[src/rtl/sobol_sng_sink_if.sv]
// Frame handoff bus from the Sobol stochastic-number sink to the arithmetic datapath.
// The master presents a packed bitstream with its ones-count under valid/ready.
interface sobol_sng_sink_if #(
    parameter int unsigned FRAME = 32,
    parameter int unsigned CW    = 6
);
    logic             bs_valid;
    logic             bs_ready;
    logic [FRAME-1:0] bs_data;
    logic [CW-1:0]    ones;

    modport master (output bs_valid, output bs_data, output ones, input bs_ready);
    modport slave  (input bs_valid, input bs_data, input ones, output bs_ready);
endinterface

[src/rtl/sobol_sng_sink.sv]
// Sobol stream consumer: compares each generator value against a latched operand and packs
// one stochastic bit per strobe into a FRAME-bit word with its ones-count.
module sobol_sng_sink #(
    parameter int unsigned VW    = 6,
    parameter int unsigned FRAME = 32,
    parameter int unsigned CW    = 6
) (
    input  logic          clk,
    input  logic          rst,
    input  logic          start,
    input  logic [VW-1:0] x,
    output logic          gen_en,
    input  logic          sob_en,
    input  logic [VW-1:0] sob_val,
    output logic          busy,
    output logic          ovf,
    sobol_sng_sink_if.master bs
);
    localparam int unsigned IW = $clog2(FRAME);

    typedef enum logic [1:0] {StIdle, StRun, StHold} state_e;

    state_e           state_q, state_d;
    logic [VW-1:0]    x_lat_q, x_lat_d;
    logic [FRAME-1:0] data_q, data_d;
    logic [CW-1:0]    ones_q, ones_d;
    logic [IW-1:0]    idx_q, idx_d;
    logic             ovf_q, ovf_d;
    logic             strobe_bit;

    assign strobe_bit = (sob_val < x_lat_q);

    always_comb begin
        state_d = state_q;
        x_lat_d = x_lat_q;
        data_d  = data_q;
        ones_d  = ones_q;
        idx_d   = idx_q;
        ovf_d   = ovf_q;
        unique case (state_q)
            StIdle: begin
                if (start) begin
                    x_lat_d = x;
                    data_d  = '0;
                    ones_d  = '0;
                    idx_d   = '0;
                    ovf_d   = 1'b0;
                    state_d = StRun;
                end else if (sob_en) begin
                    ovf_d = 1'b1;
                end
            end
            StRun: begin
                // start is ignored here: the operand stays fixed for the whole frame
                if (sob_en) begin
                    data_d[idx_q] = strobe_bit;
                    ones_d        = ones_q + CW'(strobe_bit);
                    if (idx_q == IW'(FRAME - 1)) begin
                        idx_d   = '0;
                        state_d = StHold;
                    end else begin
                        idx_d = idx_q + IW'(1);
                    end
                end
            end
            StHold: begin
                if (sob_en) begin
                    ovf_d = 1'b1;
                end
                if (bs.bs_ready) begin
                    state_d = StIdle;
                end
            end
            default: state_d = StIdle;
        endcase
    end

    always_ff @(posedge clk) begin
        if (rst) begin
            state_q <= StIdle;
            x_lat_q <= '0;
            data_q  <= '0;
            ones_q  <= '0;
            idx_q   <= '0;
            ovf_q   <= 1'b0;
        end else begin
            state_q <= state_d;
            x_lat_q <= x_lat_d;
            data_q  <= data_d;
            ones_q  <= ones_d;
            idx_q   <= idx_d;
            ovf_q   <= ovf_d;
        end
    end

    // Outputs decode straight from state so gen_en and bs_valid track it with no extra lag
    assign gen_en      = (state_q == StRun);
    assign busy        = (state_q == StRun) || (state_q == StHold);
    assign bs.bs_valid = (state_q == StHold);
    assign bs.bs_data  = data_q;
    assign bs.ones     = ones_q;
    assign ovf         = ovf_q;
endmodule

[src/flat_wrapper.sv]
// flat-port wrapper written by rule: the top's interface ports become plain ports
module sobol_sng_sink_flat 
#(
    parameter int unsigned VW    = 6,
    parameter int unsigned FRAME = 32,
    parameter int unsigned CW    = 6
)
  (clk, rst, start, x, gen_en, sob_en, sob_val, busy, ovf, bs_bs_valid, bs_bs_data, bs_ones, bs_bs_ready);
  sobol_sng_sink_if #(.FRAME(FRAME), .CW(CW)) bs_i ();
  input  logic clk;
  input  logic rst;
  input  logic start;
  input  logic [VW-1:0] x;
  output logic gen_en;
  input  logic sob_en;
  input  logic [VW-1:0] sob_val;
  output logic busy;
  output logic ovf;
  output wire logic [$bits(bs_i.bs_valid)-1:0] bs_bs_valid;
  output wire logic [$bits(bs_i.bs_data)-1:0] bs_bs_data;
  output wire logic [$bits(bs_i.ones)-1:0] bs_ones;
  input wire logic [$bits(bs_i.bs_ready)-1:0] bs_bs_ready;
  assign bs_bs_valid = bs_i.bs_valid;
  assign bs_bs_data = bs_i.bs_data;
  assign bs_ones = bs_i.ones;
  assign bs_i.bs_ready = bs_bs_ready;
  sobol_sng_sink #(.VW(VW), .FRAME(FRAME), .CW(CW)) u_core (.clk(clk), .rst(rst), .start(start), .x(x), .gen_en(gen_en), .sob_en(sob_en), .sob_val(sob_val), .busy(busy), .ovf(ovf), .bs(bs_i));
endmodule
[config.mk]
export PLATFORM = sky130hd
export DESIGN_NAME = sobol_sng_sink_flat
export DESIGN_NICKNAME = d
export VERILOG_FILES = /design/src/rtl/sobol_sng_sink_if.sv /design/src/rtl/sobol_sng_sink.sv /design/src/flat_wrapper.sv
export SDC_FILE = /design/constraint.sdc
export NUM_CORES = 1
export LEC_CHECK = 0
export BUFFER_PORTS_ARGS = -buffer_cell sky130_fd_sc_hd__buf_2
export CAP_MARGIN = 10
export CELL_PAD_IN_SITES_DETAIL_PLACEMENT = 0
export CELL_PAD_IN_SITES_GLOBAL_PLACEMENT = 1
export CORE_MARGIN = 1.5
export CORE_UTILIZATION = 39
export CTS_CLUSTER_DIAMETER = 50
export DETAILED_ROUTE_END_ITERATION = 8
export GPL_ROUTABILITY_DRIVEN = 0
export PLACE_DENSITY_LB_ADDON = 0.1
export REMOVE_ABC_BUFFERS = 1
export SYNTH_ARGS = -nofsm -noshare
export SYNTH_HDL_FRONTEND = slang
export SYNTH_SLANG_ARGS = --single-unit
[constraint.sdc]
create_clock -name clk -period 2.8 [get_ports clk]
set_input_delay 0.14 -clock clk [delete_from_list [all_inputs] [get_ports clk]]
set_output_delay 0.14 -clock clk [all_outputs]
set_load 0.05 [all_outputs]
# Word-level counts from Yosys, hierarchy flattened
# Index checks and enable logic that the tools add are counted.
# W data, S select, Z words.
# classes
addsub,2
n_lt_le_gt_ge,3
n_eq_ne,7
muxes,21
reduce_logical,8
# op_table
op,count
$mux W32,2
$pmux W32 S2,1
$bwmux W32,1
$mux W5,3
$mux W6,2
$pmux W6 S2,1
$pmux W5 S2,1
$mux W2,4
$add A6 B1 Y6,1
$lt A5 B6 Y1 const B,1
$lt A6 B6 Y1,1
$ne A2 B1 Y1 const B,3
$pmux W2 S3,1
$add A5 B1 Y5 const B,1
$demux W1 S5,1
$eq A5 B5 Y1 const B,1
$ge A5 B1 Y1 const B,1
$reduce_and A4 Y1,1
$reduce_bool A2 Y1,2
$mux W1,3
$reduce_and A3 Y1,1
$eq A2 B1 Y1 const B,1
$eq A2 B2 Y1 const B,1
$logic_not A2 Y1,1
5 further kinds,5
# word_totals
reg_bits,52
input_bits,17
out_inout_bits,42
word_cells,47

# Logic depth before layout (Yosys ltp)
# depth
depth_word,7
ltp_mapped,10
ltp_nobuf,10

# Worst setup path after synthesis
# No wires, ideal clock.
# synth_timing
path_type,reg2reg
start,register u_core.x_lat_q[2]
end,"register u_core.ones_q[4], in the netlist u_core.bs.ones[4]"
setup_time_ns,0.060
arrival_ns,2.125
required_time_ns,2.740
slack_ns,0.615
path_stages_with_launch,11
path_buffers,0
synth_period_minus_slack_ns,2.185
cell_sequence,dfxtp_1 > inv_1 > ha_1 > a21o_1 > a31oi_1 > o21a_1 > ha_1 > ha_1 > nand3_2 > or4_1 > nand2_1
# synth_between
elab_chain_cells,4
# synth_lines
item,line_no,text
start: declaration,sobol_sng_sink.sv:24,"logic [VW-1:0] x_lat_q, x_lat_d;"
start signal: assignment,sobol_sng_sink.sv:88,x_lat_q <= x_lat_d;
$lt A6 B6 Y1,sobol_sng_sink.sv:31,assign strobe_bit = (sob_val < x_lat_q);
$add A6 B1 Y6,sobol_sng_sink.sv:57,ones_d = ones_q + CW'(strobe_bit);
$mux W6,sobol_sng_sink.sv:55,if (sob_en) begin
$pmux W6 S2,sobol_sng_sink.sv:40,unique case (state_q)
end signal: assignment,sobol_sng_sink.sv:90,ones_q <= ones_d;
end: declaration,sobol_sng_sink.sv:26,"logic [CW-1:0] ones_q, ones_d;"
# Every way passes these cells. The select of a mux whose other input is x is not followed.
# A chain may end at the register's enable or synchronous reset.

# Final worst setup path
# layout_timing
start,register u_core.x_lat_q[2]
end,"register u_core.ones_q[5], in the netlist u_core.bs.ones[5]"
# The elaborated chain is that of the path after synthesis.

==> impl_metrics.env <==
export IMPL_cpMaxStageDelayCell="a31oi_1"
export IMPL_die_area_sq_um=6700
export IMPL_wl_mm=6.19
export IMPL_maxCapViolCount=0
export IMPL_post_cts_resized=0
export IMPL_tns_ns=0
export IMPL_cts_tree="yes"
export IMPL_critPathLaunchType="flip-flop"
export IMPL_drt_vias_per_instance=5.49
export IMPL_post_route_util_pct=48.5
export IMPL_drive_gt1_share_pct=22.3
export IMPL_gr_usage_all_layers_pct=19.2
export IMPL_cts_reportedPaths_clkPinSlew_ns=0.10
export IMPL_ys_seq_area_share_pct=42.9
export IMPL_grt_max_degree=25
export IMPL_grt_pass1_vias=2001
export IMPL_synth_edf_count=0
export IMPL_clockBufferDepth=2
export IMPL_hold_viol_final=0
export IMPL_cp_max_fo=5
export IMPL_crit_path_end_kind="flip-flop"
export IMPL_fin_crit_sh_pct=87.2
export IMPL_ys_ff_latch=52
export IMPL_grt_pass1_wl_mm=9.84
export IMPL_ys_warn_count=0
export IMPL_drt_iter0_drc=157
export IMPL_ys_flop_type="dfxtp_1"
export IMPL_die_h_um=81.9
export IMPL_synth_cells=280
export IMPL_hold_buffers=0
export IMPL_clkLatencyLatePin_ns=0.31
export IMPL_cts_made_buffers=5
export IMPL_drt_first_pass_iters=4
export IMPL_antenna_found_initial=0
export IMPL_fin_nets=367
export IMPL_grt_overflow=0
export IMPL_place_port_buffers=58
export IMPL_holdWs_ns=0.0754
export IMPL_power_leakage_nw=1.19
export IMPL_critPathArrivalTime_ns=2.69
export IMPL_critPathBufInv=1
export IMPL_core_region_area_sq_um=5960
export IMPL_initial_core_util_pct=40.7
export IMPL_cp_required_ns=3.05
export IMPL_peakVddDrop_mv=0.844
export IMPL_pre_cts_slack_ns=0.382
export IMPL_n_fill_cell=613
export IMPL_synthToLayoutAreaGrowth_pct=19.2
export IMPL_worst_path_largest_cell_delay_ns=0.39
export IMPL_min_path_type="in -> reg"
export IMPL_final_max_slew_viol_count=0
export IMPL_rsz0062_at_grt="no"
export IMPL_clock_skew_ns=0.00825
export IMPL_cts_max_level=2
export IMPL_async_reset_ff_share_pct=0
export IMPL_antennaDiodeCount=0
export IMPL_vias=2255
export IMPL_path_cells="inv_1 > ha_1 > a21o_1 > a31oi_1 > o21a_1 > ha_1 > and3_1 > nand3_1 > or3_1 > a21oi_1"
export IMPL_synth_distinct_cells=38
export IMPL_ant_nets=0
export IMPL_fp_dieW_um=81.9
export IMPL_worst_slack_ns=0.359
export IMPL_wl_per_cell_um=15.1
export IMPL_post_dp_hpwl_mm=4.41
export IMPL_max_clock_freq_ghz=0.410
export IMPL_synth_area_sq_um=2420
export IMPL_std_cell_rows=28
export IMPL_power_mw=2.07
export IMPL_io_pins=59
export IMPL_route_detailed_drc=0
export IMPL_power_density_nw_per_um2=714
export IMPL_critPathTopFamily="compound AO/OA/AOI/OAI gates"
export IMPL_status="finished, final reports clean"
export IMPL_setup_viol=0
export IMPL_cts_sinks=52
export IMPL_crit_top_cell="ha_1"
export IMPL_worst_pin_slew_ns=0.906
export IMPL_syn_area_per_cell_sq_um=8.66
export IMPL_cts_setup_buffers=0
export IMPL_worst_setup_path_type="reg -> reg"
export IMPL_max_slew_margin_pct=39.3
export IMPL_cts_root_buf="clkbuf_8"
export IMPL_finalCriticalPeriod_ns=2.44
## cells in the mapped netlist, types with 3 or more instances
cell | number | area, sq um
o22ai_1 | 19 | 119
or3_1 | 3 | 18.8
nand3_1 | 27 | 135
inv_1 | 15 | 56.3
o211ai_1 | 6 | 45.0
or4_1 | 3 | 22.5
dfxtp_1 | 52 | 1040
a22o_1 | 3 | 26.3
nand4_1 | 12 | 75.1
buf_2 | 6 | 30.0
and3_1 | 6 | 37.5
ha_1 | 15 | 188
clkbuf_1 | 7 | 26.3
nand2b_1 | 3 | 18.8
o21ai_0 | 30 | 150
a21oi_1 | 14 | 70.1
nand3b_1 | 3 | 22.5
nand2_1 | 18 | 67.6
o41ai_1 | 5 | 43.8
nor2_1 | 8 | 30.0
## sequential cells by signal, summed over array words and instances, names as in the netlist
signal,cells
u_core.bs.ones,6
u_core.x_lat_q,6
u_core.bs.bs_data,32
u_core.ovf,1
u_core.idx_q,5
u_core.state_q,2
## placed cells by master, fill, tap and decap left out, types with 2 or more instances in the layout
cell	instances
buf_2	58
dfxtp_1	52
o21ai_0	30
nand3_1	27
o22ai_1	19
nand2_1	18
inv_1	15
ha_1	15
a21oi_1	14
nand4_1	12
nor2_1	8
and3_1	6
o211ai_1	6
o41ai_1	5
clkbuf_8	5
buf_4	5
nand2b_1	3
nand3b_1	3
or4_1	3
or3_1	3
a22o_1	3
a21o_1	2
a31oi_1	2
o21a_1	2
nor3b_1	2
and3b_1	2
mux2i_1	2
xor2_1	2
## kinds of logic (layout without fill, tap and decap cells)
family	after synthesis	after routing	share of synthesized area, %
buf+inv	30	86	5.26
simple gates	93	93	20.7
mux	3	3	1.44
xor+xnor	2	2	0.723
flops	52	52	42.9
compound gates	85	85	21.2
fa+ha+maj	15	15	7.74
## area by class of cell
class	instances	area, sq um	area share [%]
Multi-Input combinational cell	198	1260	43.5
Tap cell	75	93.8	3.25
Clock buffer	5	68.8	2.38
Timing Repair Buffer	63	328	11.3
Sequential cell	52	1040	36.0
Clock inverter	3	46.3	1.60
Inverter	15	56.3	1.95
## metrics by stage
| step | std cells | instance area (sq um) |
|---|---|---|
| after global routing | 411 | 2890 |
| after detailed placement | 403 | 2780 |
| after global placement | 403 | 2780 |
| after floorplan | 265 | 2350 |
| final | 411 | 2890 |
| after CTS | 411 | 2890 |
## where the power goes
group          total [mW]  leakage [nW]  internal, mW  switching (mW)
clock               0.539        0.0548         0.270           0.269
combinational       0.723         0.719         0.210           0.512
sequential          0.804         0.420         0.779          0.0252
## worst paths after layout
kind,start,endpoint,slack (ns),cells past startpoint
worst max-delay path,u_core.x_lat_q[2],u_core.bs.ones[5],0.36,10
worst min-delay path,x[5],u_core.x_lat_q[5],0.08,3
worst max register to register,u_core.x_lat_q[2],u_core.bs.ones[5],0.36,10
worst min register to register,u_core.x_lat_q[5],u_core.x_lat_q[5],0.46,2
## worst reg2reg max path, cell delays in order (launching register included)
cell     delay [ns]
dfxtp_1        0.34
inv_1          0.04
ha_1           0.28
a21o_1         0.18
a31oi_1        0.39
o21a_1         0.20
ha_1           0.16
and3_1         0.15
nand3_1        0.12
or3_1          0.37
a21oi_1        0.14
## metal layers
layer / wire length, um / up-vias / global-route usage, %
li1: - / 1150 / -
met1: 2990 / 1037 / 26.7
met2: 2800 / 60 / 29.9
met3: 341 / 8 / 3.33
met4: 59 / 0 / 6.10
met5: 0 / - / 0
(Power assumes the default switching activity.)
